<file path="src/rtl/disp_bcd_pkg.sv">
// rtl/disp_bcd_pkg.sv - shared types and sizing helpers for the binary-to-BCD converter
package disp_bcd_pkg;

  typedef enum logic [1:0] {
    IDLE  = 2'd0,
    SHIFT = 2'd1,
    DONE  = 2'd2
  } state_e;

  typedef logic [3:0] bcd_digit_t;

  localparam int DEF_WIDTH  = 16;
  localparam int DEF_DIGITS = 5;

  function automatic int cnt_w(input int width);
    return $clog2(width + 1);
  endfunction

  localparam int CNT_W = cnt_w(DEF_WIDTH);

  // True when DIGITS decimal digits can represent every WIDTH-bit value.
  function automatic bit digits_fit(input int width, input int digits);
    longint p;
    p = 1;
    for (int i = 0; i < digits; i++) begin
      p = p * 10;
    end
    return p > (longint'(1) << width);
  endfunction

endpackage

</file>
<file path="src/rtl/bcd_add3.sv">
// rtl/bcd_add3.sv - double-dabble correction cell: add 3 to a BCD digit of 5 or more
module bcd_add3
  import disp_bcd_pkg::*;
(
  input  bcd_digit_t in_i,
  output bcd_digit_t out_o
);

  assign out_o = (in_i >= 4'd5) ? in_i + 4'd3 : in_i;

endmodule

</file>
<file path="src/rtl/disp_bcd_conv.sv">
// rtl/disp_bcd_conv.sv - iterative binary-to-BCD converter with leading-zero blanking mask
module disp_bcd_conv
  import disp_bcd_pkg::*;
#(
  parameter int WIDTH  = DEF_WIDTH,
  parameter int DIGITS = DEF_DIGITS
) (
  input  logic                  clk_i,
  input  logic                  reset_i,
  input  logic [WIDTH-1:0]      bin_i,
  input  logic                  bin_valid_i,
  output logic                  bin_ready_o,
  output logic [4*DIGITS-1:0]   bcd_o,
  output logic [DIGITS-1:0]     blank_mask_o,
  output logic                  bcd_valid_o,
  input  logic                  bcd_ready_i
);

  localparam int CW = cnt_w(WIDTH);
  localparam int AW = 4 * DIGITS;

  if (!digits_fit(WIDTH, DIGITS)) begin : g_bad_digits
    $error("disp_bcd_conv: DIGITS too small for WIDTH");
  end

  state_e            state_q, state_d;
  logic [CW-1:0]     cnt_q, cnt_d;
  logic [WIDTH-1:0]  sr_q, sr_d, sr_shift;
  logic [AW-1:0]     acc_q, acc_d, acc_adj, acc_shift;
  logic [AW-1:0]     bcd_q, bcd_d;
  logic [DIGITS-1:0] mask_q, mask_d, mask_new;
  logic              seen_nz;
  logic              unused_acc_msb;

  for (genvar g = 0; g < DIGITS; g++) begin : g_add3
    bcd_add3 u_add3 (
      .in_i  (acc_q[4*g +: 4]),
      .out_o (acc_adj[4*g +: 4])
    );
  end

  // The top accumulator bit never carries out because the digit count covers the input range.
  assign {acc_shift, sr_shift} = {acc_adj[AW-2:0], sr_q, 1'b0};
  assign unused_acc_msb        = acc_adj[AW-1];

  always_comb begin
    seen_nz  = 1'b0;
    mask_new = '0;
    for (int k = DIGITS - 1; k >= 0; k--) begin
      seen_nz     = seen_nz | (acc_shift[4*k +: 4] != 4'd0);
      mask_new[k] = seen_nz;
    end
    mask_new[0] = 1'b1;
  end

  always_comb begin
    state_d = state_q;
    cnt_d   = cnt_q;
    sr_d    = sr_q;
    acc_d   = acc_q;
    bcd_d   = bcd_q;
    mask_d  = mask_q;
    unique case (state_q)
      IDLE: begin
        if (bin_valid_i) begin
          sr_d    = bin_i;
          acc_d   = '0;
          cnt_d   = CW'(WIDTH);
          state_d = SHIFT;
        end
      end
      SHIFT: begin
        sr_d  = sr_shift;
        acc_d = acc_shift;
        cnt_d = cnt_q - CW'(1);
        if (cnt_q == CW'(1)) begin
          bcd_d   = acc_shift;
          mask_d  = mask_new;
          state_d = DONE;
        end
      end
      DONE: begin
        if (bcd_ready_i) begin
          state_d = IDLE;
        end
      end
      default: state_d = IDLE;
    endcase
  end

  always_ff @(posedge clk_i or posedge reset_i) begin
    if (reset_i) begin
      state_q <= IDLE;
      cnt_q   <= '0;
      sr_q    <= '0;
      acc_q   <= '0;
      bcd_q   <= '0;
      mask_q  <= DIGITS'(1);
    end else begin
      state_q <= state_d;
      cnt_q   <= cnt_d;
      sr_q    <= sr_d;
      acc_q   <= acc_d;
      bcd_q   <= bcd_d;
      mask_q  <= mask_d;
    end
  end

  assign bin_ready_o  = (state_q == IDLE);
  assign bcd_valid_o  = (state_q == DONE);
  assign bcd_o        = bcd_q;
  assign blank_mask_o = mask_q;

endmodule

</file>
<file path="config.mk">
export PLATFORM = sky130hd
export DESIGN_NAME = disp_bcd_conv
export DESIGN_NICKNAME = d
export VERILOG_FILES = /design/src/rtl/disp_bcd_pkg.sv /design/src/rtl/bcd_add3.sv /design/src/rtl/disp_bcd_conv.sv
export SDC_FILE = /design/constraint.sdc
export NUM_CORES = 1
export LEC_CHECK = 0
export ABC_AREA = 0
export BUFFER_PORTS_ARGS = -buffer_cell sky130_fd_sc_hd__buf_4
export CORE_UTILIZATION = 55
export DETAILED_ROUTE_END_ITERATION = 10
export GPL_TIMING_DRIVEN = 1
export MAX_ROUTING_LAYER = met4
export PLACE_DENSITY = 0.8
export SYNTH_ARGS = -nofsm -noshare
export SYNTH_HDL_FRONTEND = slang
export SYNTH_SLANG_ARGS = --single-unit
</file>
<file path="constraint.sdc">
create_clock -name clk_i -period 2 [get_ports clk_i]
set_input_delay 0 -clock clk_i [delete_from_list [all_inputs] [get_ports clk_i]]
set_output_delay 0 -clock clk_i [all_outputs]
set_load 0.005 [all_outputs]
</file>
* Yosys cells after proc, flatten, opt, wreduce, memory -nomap -nowiden *
Cells that the tools add are included.

operators by class
  $add $sub $neg = 6
  magnitude comparators = 5
  equality and inequality tests = 6
  muxes and demuxes = 15
  bitwise logic cells = 3
  reductions and logical operators = 9

operator list
  cell                   number
  $pmux W20 S2           1
  $pmux W16 S2           1
  $ge A4 B3 Y1 const B   5
  $mux W20               1
  $add A4 B2 Y4 const B  4
  $mux W16               1
  $mux W4                4
  $reduce_bool A4 Y1     4
  $pmux W5 S2            1
  $mux W2                3
  $pmux W2 S3            1
  $eq A5 B1 Y1 const B   1
  $mux W5                1
  $sub A5 B1 Y5 const B  1
  $ne A2 B2 Y1 const B   2
  $reduce_and A2 Y1      2
  $add A3 B2 Y3 const B  1
  $mux W3                1
  $or A1 B1 Y1           3
  $reduce_and A3 Y1      1
  $eq A2 B1 Y1 const B   1
  $eq A2 B2 Y1 const B   1
  $logic_not A2 Y1       1
  $ne A2 B1 Y1 const B   1
  $reduce_bool A2 Y1     1

storage, ports and cells
  register bits = 67
  bits of input ports = 20
  output and inout port bits = 27
  logic and storage cells = 50

* Logic depth before layout (Yosys ltp) *
Gate-level depths: netlist of run 1.

  depth in word-level cells = 6
  depth in mapped cells = 7
  depth with buffers taken out = 7

* By module *
From an unflattened synthesis of run 1, not the netlist that was laid out.

unflattened totals
  cell total of the unflattened synthesis = 312
  area, all modules = 3,397.0 µm²

by module, submodules not included
  module         instances  cells each  area each (µm²)  seq. area each (µm²)
  disp_bcd_conv  1          232         2,890.3          1,676.6
  bcd_add3       5          16          101.3            0.0

* Least setup slack after synthesis of run 1 *
OpenSTA, ideal clock, no wires.

  kind = register to register
  start point = register acc_q[12]
  end point = register mask_q[1], in the netlist blank_mask_o[1]
  library setup time = 127 ps
  arrival time = 1,551 ps
  data required time = 1,873 ps
  setup slack = 322 ps
  stages on the path, launching flop included = 8
  buffers on the path = 0
  clock period less this slack = 1,678 ps
  cell sequence = dfrtp_1 inv_1 ha_1 nand2b_1 a21oi_2 mux2i_1 and4bb_4 a31oi_1

on the way
  longest elaborated chain between the ends = 6
  elaborated cells between the ends (all ways) = 8
  classes of those cells = 1 x add/sub; 1 x order compare; 1 x mux; 3 x bitwise; 2 x reduce/logical

RTL lines
  what                                           line                  source
  start, declared                                disp_bcd_conv.sv:29   logic [AW-1:0] acc_q, acc_d, acc_adj, acc_shift;
  start signal, assigned                         disp_bcd_conv.sv:96   acc_q <= '0;
  start signal, assigned                         disp_bcd_conv.sv:103  acc_q <= acc_d;
  $add A4 B2 Y4 or $ge A4 B3 Y1 (tied branches)  bcd_add3.sv:9         assign out_o = (in_i >= 4'd5) ? in_i + 4'd3 : in_i;
  $mux W4 *                                      bcd_add3.sv:9
  $reduce_bool A4 Y1                             disp_bcd_conv.sv:50   seen_nz = seen_nz | (acc_shift[4*k +: 4] != 4'd0);
  $or A1 B1 Y1 * (3 in series)                   disp_bcd_conv.sv:50
  end signal, assigned                           disp_bcd_conv.sv:105  mask_q <= mask_d;
  end, declared                                  disp_bcd_conv.sv:31   logic [DIGITS-1:0] mask_q, mask_d, mask_new;

Mark *: on every way between the ends. The rest lies on a longest branch, timed or not.
A chain may end at the register's enable or synchronous reset.

* Final worst setup path of run 1 *
Ends and elaborated chain as after synthesis.

==> results of run 1 <==
## power by group through the flow
stage               registers [W]  clock network, W  logic [W]
CTS                       0.00244           0.00108    0.00293
finish                    0.00244           0.00106    0.00291
global route              0.00253           0.00114    0.00331
detailed placement        0.00246                 0    0.00289
floorplan                 0.00239                 0    0.00201
global placement          0.00243                 0    0.00276
## layout make-up
class,instances,area share [%]
sequential,67,41.41
multi-input combinational,248,35.85
timing repair buffer,71,14.89
clock buffer,12,3.337
tap,72,2.225
inverter,14,1.298
clock inverter,3,0.9889
## flip-flops by register name (all words and copies together) (netlist names)
signal        cells
acc_q            20
bcd_o            20
blank_mask_o      4
cnt_q             5
sr_q             16
state_q           2
## stage by stage
stage          area, µm²  hold slack, ns  util (%)
5_1_grt             4049          0.2944     72.20
3_5_place_dp        3694          0.1106     65.86
3_3_place_gp        3694          0.1080     65.86
2_1_floorplan       3272          0.1076         -
6_report            4049          0.2515     72.20
4_1_cts             4049          0.2500     72.20
## kinds of logic (layout without fill, tap and decap cells)
group / Yosys count / count (layout)
buffers and inverters: 32 / 100
muxes: 7 / 7
other: 1 / 1
adders and majority gates: 12 / 12
DFF: 67 / 67
xor gates and xnor gates: 6 / 6
and+or+nand+nor: 134 / 134
AOI/OAI and AO/OA: 88 / 88
## path summary, 6_finish.rpt
path / from / end / depth (start not counted)
worst max-delay path: acc_q[12] / blank_mask_o[1] / 7
min in group asynchronous: reset_i / sr_q[3] / 4
worst min register to register: bcd_o[0] / bcd_o[0] / 2
worst min-delay path: bin_valid_i / acc_q[7] / 5
max in group asynchronous: reset_i / bcd_o[0] / 4
worst max register to register: acc_q[12] / blank_mask_o[1] / 7
## layer usage
layer  wire length, µm  GRT usage [%]
met5                 0              -
met4               103          10.55
met3               302          4.713
met2              3054          36.55
met1              3109          31.46
## synth_stat cells (2+ instances only)
master     n
and2_1     2
o21ai_2    2
ha_1      12
nand2_1   74
a22oi_1   15
nand2b_1   8
nor2_1     6
o21ai_0   51
nor3b_2    2
nand3_1   17
clkbuf_1   7
nor2b_1    2
nand3b_1   2
inv_1     14
nor2_2     2
a21oi_2    3
a31oi_1    3
buf_4      4
mux2i_1    3
a21oi_1    8
o21ai_1    3
nor3_1     6
and3_1     2
dfrtp_1   67
nor3b_1    5
buf_2      7
mux2_2     4
xnor2_1    6
## repair_timing
item | CTS | global route
hold buffers | 18 | 0
hold endpoints to repair | 84 | 0
resized for setup | 0 | 0
## critical path, cell delays in order (launching register included)
cell	delay (ns)
dfrtp_1	0.43
inv_1	0.13
ha_1	0.24
nand2b_1	0.11
a21oi_2	0.24
mux2i_1	0.26
and4bb_4	0.26
a31oi_1	0.08
==> impl_metrics.tcl, run 1 <==
set metrics [dict create \
    status "complete, no violations" \
    drtAntennaViolNets 0 \
    synthArstFlopShare_pct 100.0 \
    syn_nets 379 \
    synth_top_cell_by_area "dfrtp_1" \
    yosys_most_used_dff "dfrtp_1" \
    p_comb_share_pct 45.4 \
    fillers 430 \
    fmax_mhz 538.6 \
    numPortBuffers 45 \
    grt_pass1_wl_um 11300 \
    leakagePower_nw 1.923 \
    cp-end-kind "flop" \
    final_common_cell "nand2_1" \
    seqCellArea_um2 1677 \
    multi_input_area_um2 1451 \
    clockPowerShare_pct 16.5 \
    synth_xor_area_share_pct 1.606 \
    drive_gt1_share_pct 20.24 \
    hold_path.class "primary input to flop" \
    seqPwrFrac_pct 38.1 \
    peakVddDrop_mv 0.8422 \
    netlist_area_um2 3272 \
    ys_types 38 \
    track_usage_pct 24.06 \
    coreArea_um2 5608 \
    grt_pass1_vias 2466 \
    dieWidth_um 79.13 \
    hold_violations 0 \
    relSlewSlack_pct 55.07 \
    synthTopCellsByArea "dfrtp_1, nand2_1, o21ai_0" \
    cts-root-buf "clkbuf_8" \
    die_h_um 79.13 \
    maxCapViolations 0 \
    viasPerCell 5.456 \
    post-dp-hpwl_um 4390 \
    slew_violations 0 \
    cts_tree "yes" \
    clock_insertion_delay_worst_skew_ns 0.35 \
    worstMarginPinSlew_ns 0.6724 \
    syn_to_final_growth_pct 23.75 \
    drc 0 \
    htreeDepth 3 \
    synthCells 347 \
    ys_warn_count 0 \
    ys_ff_latch 67 \
    synth_top_family_by_area "simple AND/OR/NAND/NOR gates" \
    cp_max_fo 5 \
    ff2ff_setup_slack_ns 0.14 \
    power.density_nw_per_um2 1584 \
    drt_iter0_drc 168 \
    rsz0062_at_grt "false" \
    synthMuxAreaShare_pct 2.294 \
    finalSetupTns_ns 0 \
    dieArea_um2 6262 \
    final_nets 443 \
    antenna_found_initial 0 \
    layout_common_cells "nand2_1, dfrtp_1, o21ai_0, buf_4, dlygate4sd3_1" \
    synth_area_per_cell_um2 9.429 \
    fin_ws_ns 0.1433 \
    critPathKind "flop to flop" \
    grt.overflow.total 0 \
    grt_max_degree 68 \
    diodes 0 \
    firstDrtPassIters 4 \
    power_w 0.006414 \
    worstPathArrival_ns 2.08 \
    drt-wirelength-per-cell_um 13.49 \
    synth-compound-area-share_pct 15.60 \
    p_int_w 0.003890 \
    finalCritPeriodShare_pct 92.83 \
    vias 2657 \
    path_clk_slew_ns 0.07 \
    start_util_pct 58.34 \
    stdcell_count 487 \
    cp_data_required_time_ns 2.23 \
    power_switching_share_pct 39.34 \
    cts_sinks 67 \
    rows 27 \
    ioPinCount 47 \
    cts_setup_buffers 0 \
    drt_wl_total_um 6569 \
    place_inst 454 \
    synthSimpleGateAreaFrac_pct 20.15 \
    p_sw_w 0.002523 \
    synth_top_area_share_pct 51.24 \
    cts_buffer_depth 2 \
    synth_fa_ha_area_share_pct 4.589 \
    critPathLaunchType "flop" \
    skew_ns 0.01008 \
    dp_worst_setup_slack_ns 0.1690 \
    synth_edf_count 0 \
    yosysSeqAreaShare_pct 51.24 \
    finalSetupViolCount 0 \
    period_needed_ns 1.857 \
    place_congestion 0.8690 \
    cts_made_buffers 9 \
]
(Power assumes the default switching activity.)
==> inputs of run 2 (changes only) <==
Settings changed: CELL_PAD_IN_SITES_DETAIL_PLACEMENT set to 0, CELL_PAD_IN_SITES_GLOBAL_PLACEMENT set to 2, CORE_UTILIZATION 55 to 35, PLACE_DENSITY 0.8 to not set, PLACE_DENSITY_LB_ADDON set to 0.05.
==> run 2 against run 1 <==
  * Sequential share of layout area down 0.43 points
  * Non-clock buffer count up 3
  * Flip-flop and latch count unchanged
  * Clock-buffer cell count unchanged
  * Via count down 3.2%
  * Worst hold slack worse by 0.15 ns
  * Setup slack better by 0.016 ns
  * Clock power down 9%
==> impl_metrics.tcl, run 2 (same netlist as run 1, synthesis figures left out) <==
set metrics [dict create \
    status "complete, no violations" \
    place_inst 493 \
    antenna_found_initial 0 \
    cp_data_required_time_ns 2.22 \
    dieArea_um2 9739 \
    rsz0062_at_grt "false" \
    fmax_mhz 543.4 \
    hold_slack_ns 0.1052 \
    dieWidth_um 98.69 \
    leakagePower_nw 1.927 \
    cts_sinks 67 \
    worstPathArrival_ns 2.06 \
    p_comb_share_pct 45.9 \
    ioPinCount 47 \
    finalSetupViolCount 0 \
    r2r-start "acc_q[16]" \
    diodes 0 \
    peakVddDrop_mv 0.5040 \
    grt_pass1_vias 2532 \
    drc 0 \
    crit_start "acc_q[16]" \
    die_h_um 98.69 \
    period_needed_ns 1.840 \
    finalCritPeriodShare_pct 92.01 \
    cts_tree "yes" \
    firstDrtPassIters 4 \
    crit_path_top_delay_cell "dfrtp_1" \
    finalSetupTns_ns 0 \
    hp-start "bin_valid_i" \
    grt.overflow.total 0 \
    coreArea_um2 8891 \
    power.density_nw_per_um2 1540 \
    post-dp-hpwl_um 4779 \
    drtAntennaViolNets 0 \
    drt_wl_total_um 7075 \
    path_cells "inv_1 -> ha_1 -> nand2b_1 -> a21oi_2 -> mux2i_1 -> and4bb_4 -> a31oi_1" \
    cts-root-buf "clkbuf_8" \
    power_switching_share_pct 39.76 \
    p_int_w 0.003795 \
    start_util_pct 36.80 \
    layout_common_cells "nand2_1, dfrtp_1, buf_4" \
    path_clk_slew_ns 0.07 \
    final_nets 446 \
    rows 34 \
    maxCapViolations 0 \
    htreeDepth 3 \
    clock_insertion_delay_worst_skew_ns 0.34 \
    drt-wirelength-per-cell_um 13.45 \
    final_common_cell "nand2_1" \
    vias 2572 \
    cts_buffer_depth 2 \
    hold_path.class "primary input to flop" \
    cp-end-kind "flop" \
    viasPerCell 4.890 \
    track_usage_pct 16.62 \
    skew_ns 0.01214 \
    numPortBuffers 45 \
    drt_iter0_drc 87 \
    grt_pass1_wl_um 12290 \
    grt_max_degree 68 \
    hold_violations 0 \
    cts_made_buffers 9 \
    cp_max_fo 5 \
    max_stage_delay_ns 0.41 \
    slew_violations 0 \
    stdcell_count 526 \
    critPathKind "flop to flop" \
    p_sw_w 0.002505 \
    place_congestion 0.8142 \
    drive_gt1_share_pct 21.29 \
    seqPwrFrac_pct 38.8 \
    cts_setup_buffers 0 \
    syn_to_final_growth_pct 25.05 \
    clockPowerShare_pct 15.3 \
    critPathLaunchType "flop" \
    postLayoutCoreUtil_pct 46.02 \
]
run 2: cell type report:
class	count	area, µm²
Tap cell	108	135.1
Multi-Input combinational cell	248	1454
Clock buffer	12	145.1
Fill cell	910	4800
Sequential cell	67	1677
Timing Repair Buffer	74	613.1
Clock inverter	3	15.01
Inverter	14	52.55
run 2: critical path, delay by kind of cell (launching register included):
family                     cells  cell delay (ns)
AOI/OAI and AO/OA              2             0.31
muxes                          1             0.28
DFF                            1             0.41
adders and majority gates      1             0.25
and+or+nand+nor                2             0.36
buffers and inverters          1             0.12
run 2: per-stage QoR:
step           setup WS [ns]  power (W)  area, µm²
2_1_floorplan         0.3168   0.004399       3272
3_3_place_gp          0.2261   0.005342       3749
3_5_place_dp          0.1705   0.005395       3749
4_1_cts               0.1430   0.006427       4089
5_1_grt              0.01438   0.006975       4091
6_report              0.1598   0.006300       4091
run 2: per-layer routing:
layer	GRT usage, %	up-vias	share of wire, %
li1	-	1316	-
met1	21.93	1203	51
met2	25.08	42	45
met3	4.113	11	3.1
met4	5.511	0	1.2
met5	-	-	0
run 2: worst paths after layout:
path                                         to  slack (ns)  depth (start not counted)
max in group asynchronous       blank_mask_o[3]        1.40                          4
worst max register to register  blank_mask_o[1]        0.16                          7
worst min-delay path                   cnt_q[4]        0.11                          4
worst min register to register        bcd_o[10]        0.48                          2
min in group asynchronous             bcd_o[19]        0.28                          4
worst max-delay path            blank_mask_o[1]        0.16                          7
run 2: timing repair:
item	4_1_cts	5_1_grt
endpoints found under the hold margin	84	0
hold buffers	18	0
resized for setup	0	1
endpoints found under the setup margin	0	2
run 2: power by group through the flow:
stage	combinational (W)	sequential [W]	clock [W]
2_1_floorplan	0.00201	0.00239	0
3_3_place_gp	0.00288	0.00246	0
3_5_place_dp	0.00292	0.00248	0
4_1_cts	0.00295	0.00245	0.00102
5_1_grt	0.00335	0.00255	0.00107
6_report	0.00289	0.00244	0.000967
